[config.mk]
export PLATFORM = sky130hd
export DESIGN_NAME = mult_div_unit
export DESIGN_NICKNAME = d
export VERILOG_FILES = /design/src/rtl/mult_div_unit.sv
export SDC_FILE = /design/constraint.sdc
export NUM_CORES = 1
export LEC_CHECK = 0
export CELL_PAD_IN_SITES_DETAIL_PLACEMENT = 1
export CELL_PAD_IN_SITES_GLOBAL_PLACEMENT = 2
export CORE_MARGIN = 2
export CORE_UTILIZATION = 35
export CTS_CLUSTER_DIAMETER = 50
export DETAILED_ROUTE_END_ITERATION = 7
export PLACE_DENSITY = 0.94
export SYNTH_ARGS = -nofsm -noshare
export SYNTH_HDL_FRONTEND = slang
export SYNTH_SLANG_ARGS = --single-unit
[constraint.sdc]
create_clock -name clk -period 6.54 [get_ports clk]
set_input_delay 1.962 -clock clk [delete_from_list [all_inputs] [get_ports clk]]
set_output_delay 1.962 -clock clk [all_outputs]
set_load 0.01 [all_outputs]
[src/rtl/mult_div_unit.sv]
// Iterative HI/LO multiply/divide unit for the MIPS execute stage.
// MULT/MULTU use shift-add, DIV/DIVU use restoring division; both retire one
// bit per cycle, so every operation takes the same fixed latency.  Signed ops
// run on operand magnitudes and the signs are applied on the final write.
module mult_div_unit #(
   parameter int WIDTH = 32,
   parameter int CNT_W = 5
) (
   input  logic             clk,
   input  logic             reset,
   input  logic             start,
   input  logic [1:0]       op,
   input  logic [WIDTH-1:0] rs_val,
   input  logic [WIDTH-1:0] rt_val,
   input  logic             mthi,
   input  logic             mtlo,
   input  logic [WIDTH-1:0] wdata,
   output logic             busy,
   output logic             done,
   output logic [WIDTH-1:0] hi,
   output logic [WIDTH-1:0] lo
);

   typedef enum logic [1:0] {S_IDLE, S_RUN, S_DONE} state_e;

   localparam logic [CNT_W-1:0] LAST_CNT = CNT_W'(WIDTH - 1);

   state_e             state_q, state_d;
   logic [CNT_W-1:0]   cnt_q, cnt_d;
   logic [2*WIDTH-1:0] acc_q, acc_d;      // {partial hi, shifting operand}
   logic [WIDTH-1:0]   opnd_q, opnd_d;    // multiplicand or divisor magnitude
   logic [WIDTH-1:0]   rs_q, rs_d;        // raw dividend, for divide-by-zero
   logic               is_div_q, is_div_d;
   logic               neg_res_q, neg_res_d;  // negate product / quotient
   logic               neg_rem_q, neg_rem_d;  // negate remainder
   logic               dz_q, dz_d;            // divide by zero
   logic [WIDTH-1:0]   hi_q, hi_d;
   logic [WIDTH-1:0]   lo_q, lo_d;

   // Operand magnitudes for the op being launched (op[0]=0 means signed).
   logic             op_signed, rs_neg, rt_neg;
   logic [WIDTH-1:0] rs_mag, rt_mag;

   // One iteration of each algorithm, plus the sign-corrected final results.
   logic [WIDTH:0]     mul_sum;
   logic [2*WIDTH-1:0] mul_next;
   logic [WIDTH:0]     div_rem_sh;
   logic               div_ge;
   logic [WIDTH-1:0]   div_diff;
   logic [2*WIDTH-1:0] div_next;
   logic [2*WIDTH-1:0] acc_step;
   logic [2*WIDTH-1:0] prod_fix;
   logic [WIDTH-1:0]   quo_fix, rem_fix;

   // Launch-time operand preparation; |0x80000000| wraps to unsigned 2^31.
   always_comb begin
      op_signed = ~op[0];
      rs_neg    = op_signed & rs_val[WIDTH-1];
      rt_neg    = op_signed & rt_val[WIDTH-1];
      rs_mag    = rs_neg ? (~rs_val + 1'b1) : rs_val;
      rt_mag    = rt_neg ? (~rt_val + 1'b1) : rt_val;
   end

   // Datapath step: shift-add multiply and restoring divide, one bit each.
   always_comb begin
      mul_sum    = {1'b0, acc_q[2*WIDTH-1:WIDTH]} +
                   (acc_q[0] ? {1'b0, opnd_q} : {(WIDTH+1){1'b0}});
      mul_next   = {mul_sum, acc_q[WIDTH-1:1]};

      div_rem_sh = acc_q[2*WIDTH-1:WIDTH-1];
      div_ge     = div_rem_sh >= {1'b0, opnd_q};
      div_diff   = div_rem_sh[WIDTH-1:0] - opnd_q;
      div_next   = {(div_ge ? div_diff : div_rem_sh[WIDTH-1:0]),
                    acc_q[WIDTH-2:0], div_ge};

      acc_step   = is_div_q ? div_next : mul_next;

      prod_fix   = neg_res_q ? (~acc_step + 1'b1) : acc_step;
      quo_fix    = neg_res_q ? (~acc_step[WIDTH-1:0] + 1'b1)
                             : acc_step[WIDTH-1:0];
      rem_fix    = neg_rem_q ? (~acc_step[2*WIDTH-1:WIDTH] + 1'b1)
                             : acc_step[2*WIDTH-1:WIDTH];
   end

   // Next-state logic: launch, iterate, final write and HI/LO moves.
   always_comb begin
      // NOTE: every _d gets a default first so no path leaves a latch behind.
      state_d   = state_q;
      cnt_d     = cnt_q;
      acc_d     = acc_q;
      opnd_d    = opnd_q;
      rs_d      = rs_q;
      is_div_d  = is_div_q;
      neg_res_d = neg_res_q;
      neg_rem_d = neg_rem_q;
      dz_d      = dz_q;
      hi_d      = hi_q;
      lo_d      = lo_q;

      unique case (state_q)
         S_RUN: begin
            acc_d = acc_step;
            cnt_d = cnt_q + 1'b1;
            if (cnt_q == LAST_CNT) begin
               state_d = S_DONE;
               if (!is_div_q) begin
                  hi_d = prod_fix[2*WIDTH-1:WIDTH];
                  lo_d = prod_fix[WIDTH-1:0];
               end else if (dz_q) begin
                  hi_d = rs_q;
                  lo_d = {WIDTH{1'b1}};
               end else begin
                  hi_d = rem_fix;
                  lo_d = quo_fix;
               end
            end
         end
         default: begin  // S_IDLE, S_DONE: not busy
            if (start) begin
               // start wins over any mthi/mtlo in the same cycle
               state_d   = S_RUN;
               cnt_d     = '0;
               is_div_d  = op[1];
               neg_res_d = rs_neg ^ rt_neg;
               neg_rem_d = rs_neg;
               dz_d      = op[1] & (rt_val == '0);
               rs_d      = rs_val;
               acc_d     = op[1] ? {{WIDTH{1'b0}}, rs_mag} : {{WIDTH{1'b0}}, rt_mag};
               opnd_d    = op[1] ? rt_mag : rs_mag;
            end else begin
               state_d = S_IDLE;
               if (mthi) hi_d = wdata;
               if (mtlo) lo_d = wdata;
            end
         end
      endcase
   end

   // State and datapath registers; async reset abandons any operation.
   always_ff @(posedge clk or negedge reset) begin
      if (!reset) begin
         state_q   <= S_IDLE;
         cnt_q     <= '0;
         acc_q     <= '0;
         opnd_q    <= '0;
         rs_q      <= '0;
         is_div_q  <= 1'b0;
         neg_res_q <= 1'b0;
         neg_rem_q <= 1'b0;
         dz_q      <= 1'b0;
         hi_q      <= '0;
         lo_q      <= '0;
      end else begin
         // NOTE: non-blocking so every register samples pre-edge values.
         state_q   <= state_d;
         cnt_q     <= cnt_d;
         acc_q     <= acc_d;
         opnd_q    <= opnd_d;
         rs_q      <= rs_d;
         is_div_q  <= is_div_d;
         neg_res_q <= neg_res_d;
         neg_rem_q <= neg_rem_d;
         dz_q      <= dz_d;
         hi_q      <= hi_d;
         lo_q      <= lo_d;
      end
   end

   assign busy = (state_q == S_RUN);
   assign done = (state_q == S_DONE);
   assign hi   = hi_q;
   assign lo   = lo_q;

endmodule

==> impl_metrics.csv <==
group,metric,value,unit
status,outcome,"finished clean",
timing,worst_pin_slew,1440,ps
floorplanning,start_util,0.355,
timing,max_freq,167,MHz
global_routing,met3_usage,0.0479,
cells_and_area,syn_to_final_growth,18.1,%
route,drcViolationCount,0,
cells_and_area,fillers,6395,
floorplanning,die_x,235,um
cells_and_area,layout.nets,2704,
critical_path,worstSetupPathType,"reg2reg",
floorplanning,core,52700,sq um
global_routing,track_usage,0.294,
timing,slew_violations,0,
global_routing,grt_max_degree,80,
global_routing,grt_pass1_vias,20200,
timing,setup_viol,0,
route,route.vias.total,20000,
cells_and_area,final_cell_mix,"310 x nand2_1, 248 x o21ai_0, 224 x a21oi_1",
route,firstDrtPassIters,5,
global_routing,antenna_found_initial,7,
timing,fin_setup_tns,0,ps
logic_synthesis,ys_seq_area_frac,0.272,
critical_path,cp.required,6990,ps
clock_tree,clockRootBuffer,"clkbuf_16",
timing,period_share,0.918,
logic_synthesis,synth_cells,2443,
clock_tree,holdBufCountCts,0,
logic_synthesis,syn_nets,2618,
logic_synthesis,yosysWarnings,0,
logic_synthesis,ys_types,100,
global_routing,grt.overflow.total,0,
critical_path,end_kind,"flip-flop",
cells_and_area,drive_gt1_frac,0.0705,
clock_tree,cts_made_buffers,34,
global_routing,use_met1,0.400,
job,drv_cap,0,
floorplanning,ios,169,
route,avgViaCountPerCell,6.16,
timing,hold_viol_final,0,
floorplanning,die_h,235,um
clock_tree,ctsResizeCount,0,
timing,rsz0062_at_grt,"no",
worst_hold_path,holdCritPathClass,"reg2reg",
global_routing,grt_pass1_wl,126000,um
global_routing,use_met2,0.462,
clock_tree,cts_tree,"yes",
logic_synthesis,synth.avg_cell_area,7.64,sq um
route,wire_per_inst,25.8,um
placed_design,place_congestion,0.989,
critical_path,start_kind,"flip-flop",
floorplanning,rows,84,
clock_tree,clk-insertion-delay-late,550,ps
clock_tree,cts.sinks,203,
clock_tree,htree_levels,2,
logic_synthesis,async_flop_share,1.00,
route,wirelength,83700,um
cells_and_area,final_common_cell,"nand2_1",
route,drt_iter0_markers,1778,
logic_synthesis,syn_area,18700,sq um
critical_path,crit_fanout,10,
timing,max_slew_margin,0.0315,
timing,final.setup_skew,26.7,ps
timing,period_needed,6010,ps
logic_synthesis,synth_edf_count,0,
clock_tree,post-cts-setup-buffer-count,0,
logic_synthesis,synth_seq_cells,203,
placed_design,hpwl,65800,um
route,ant_nets,0,
floorplanning,die_area,55200,sq um
critical_path,arrival,6450,ps
global_routing,top_usage_layer,"met2",
logic_synthesis,synth_flop_cell,"dfrtp_1",
placed_design,portBuffers,168,
clock_tree,clkSlewWorstSetupHoldPaths,60,ps
clock_tree,cts.path.max_buffers,3,
[final timing paths]
check	to	depth (start not counted)	startpoint	slack [ps]
max	hi[22]	19	opnd_q[26]	530
min	lo[6]	2	lo[6]	480
max reg2reg	hi[22]	19	opnd_q[26]	530
min reg2reg	lo[6]	2	lo[6]	480
max in group asynchronous	rs_q[2]	2	reset	3720
min in group asynchronous	state_q[0]	1	reset	1460
[through the flow]
| step | std cells | utilization | hold slack [ps] | setup WS [ps] | area, sq um |
|---|---|---|---|---|---|
| 2_1_floorplan | 2443 | - | 444 | 1680 | 18700 |
| 3_5_place_dp | 3181 | 0.397 | 470 | 220 | 20900 |
| 4_1_cts | 3241 | 0.419 | 486 | 618 | 22000 |
| 3_3_place_gp | 3181 | 0.397 | 464 | 136 | 20900 |
| 5_1_grt | 3242 | 0.419 | 518 | 342 | 22000 |
| 6_report | 3243 | 0.419 | 480 | 535 | 22000 |
[state kept, by name, indices dropped and copies added (netlist names)]
| signal | cells |
|---|---|
| acc_q | 64 |
| lo | 32 |
| neg_rem_q | 1 |
| hi | 32 |
| opnd_q | 32 |
| is_div_q | 1 |
| neg_res_q | 1 |
| dz_q | 1 |
| rs_q | 32 |
| state_q | 2 |
| cnt_q | 5 |
[routing by layer]
layer  share of wire  routed length, um  vias up
met1            0.43              36100    10000
met5               0                  0        -
li1                -                  -     9041
met4           0.045               3730        0
met3           0.076               6360      158
met2            0.45              37500      761
[critical path, cell delays in order, from the launching register on]
cell and delay (ps):
dfrtp_1 560, inv_1 90, ha_1 420, a21o_1 260, a31oi_1 270, a2bb2oi_2 170
and3_2 300, a41o_1 360, ha_1 250, o211ai_1 120, or3_1 430, or4_4 520
nor4_4 440, and2_4 260, nand4_1 210, or4_4 640, nand2_1 120, xor2_1 160
o221ai_1 130, o22ai_1 190
[Yosys cell counts, types with 14 or more instances]
| cell | number | area share |
|---|---|---|
| nand2_1 | 311 | 0.063 |
| o21ai_0 | 248 | 0.066 |
| a21oi_1 | 224 | 0.060 |
| dfrtp_1 | 203 | 0.27 |
| nor2_1 | 177 | 0.036 |
| xnor2_1 | 110 | 0.052 |
| clkbuf_1 | 109 | 0.022 |
| xor2_1 | 75 | 0.035 |
| ha_1 | 70 | 0.047 |
| inv_1 | 64 | 0.013 |
| a211oi_1 | 53 | 0.021 |
| mux2i_1 | 52 | 0.028 |
| and2_1 | 48 | 0.016 |
| nor3_1 | 45 | 0.012 |
| nor2b_1 | 44 | 0.015 |
| o22ai_1 | 42 | 0.014 |
| o31ai_1 | 38 | 0.015 |
| nand3b_1 | 36 | 0.014 |
| mux2_2 | 34 | 0.021 |
| a21o_1 | 31 | 0.012 |
| nand4_1 | 30 | 0.010 |
| or3_1 | 30 | 0.010 |
| a31oi_1 | 28 | 0.0094 |
| o211ai_1 | 23 | 0.0092 |
| buf_2 | 22 | 0.0059 |
| and3_1 | 20 | 0.0067 |
| nand2b_1 | 20 | 0.0067 |
| buf_1 | 19 | 0.0038 |
| nand3_1 | 19 | 0.0051 |
| o21ai_1 | 17 | 0.0046 |
| nor4_1 | 16 | 0.0054 |
| o41ai_1 | 15 | 0.0070 |
| or4_1 | 14 | 0.0056 |
[kinds of logic after synthesis]
| family | share of synthesized area |
|---|---|
| muxes | 0.0496 |
| xor gates and xnor gates | 0.0868 |
| DFF | 0.272 |
| adders and majority gates | 0.0491 |
| AOI/OAI and AO/OA | 0.268 |
| and+or+nand+nor | 0.226 |
| buffers and inverters | 0.0489 |
[layout make-up]
class | instances | area [sq um] | area share
multi-input combinational | 2015 | 12700 | 0.577
timing repair buffer | 207 | 1970 | 0.0894
sequential | 203 | 5080 | 0.231
antenna | 2 | 5.00 | 0.000227
inverter | 68 | 258 | 0.0117
clock inverter | 16 | 166 | 0.00755
clock buffer | 44 | 980 | 0.0444
tap | 688 | 861 | 0.0390
Power is not shown: default switching activity piles up to over one toggle a cycle in this logic, so the estimate is an artifact.
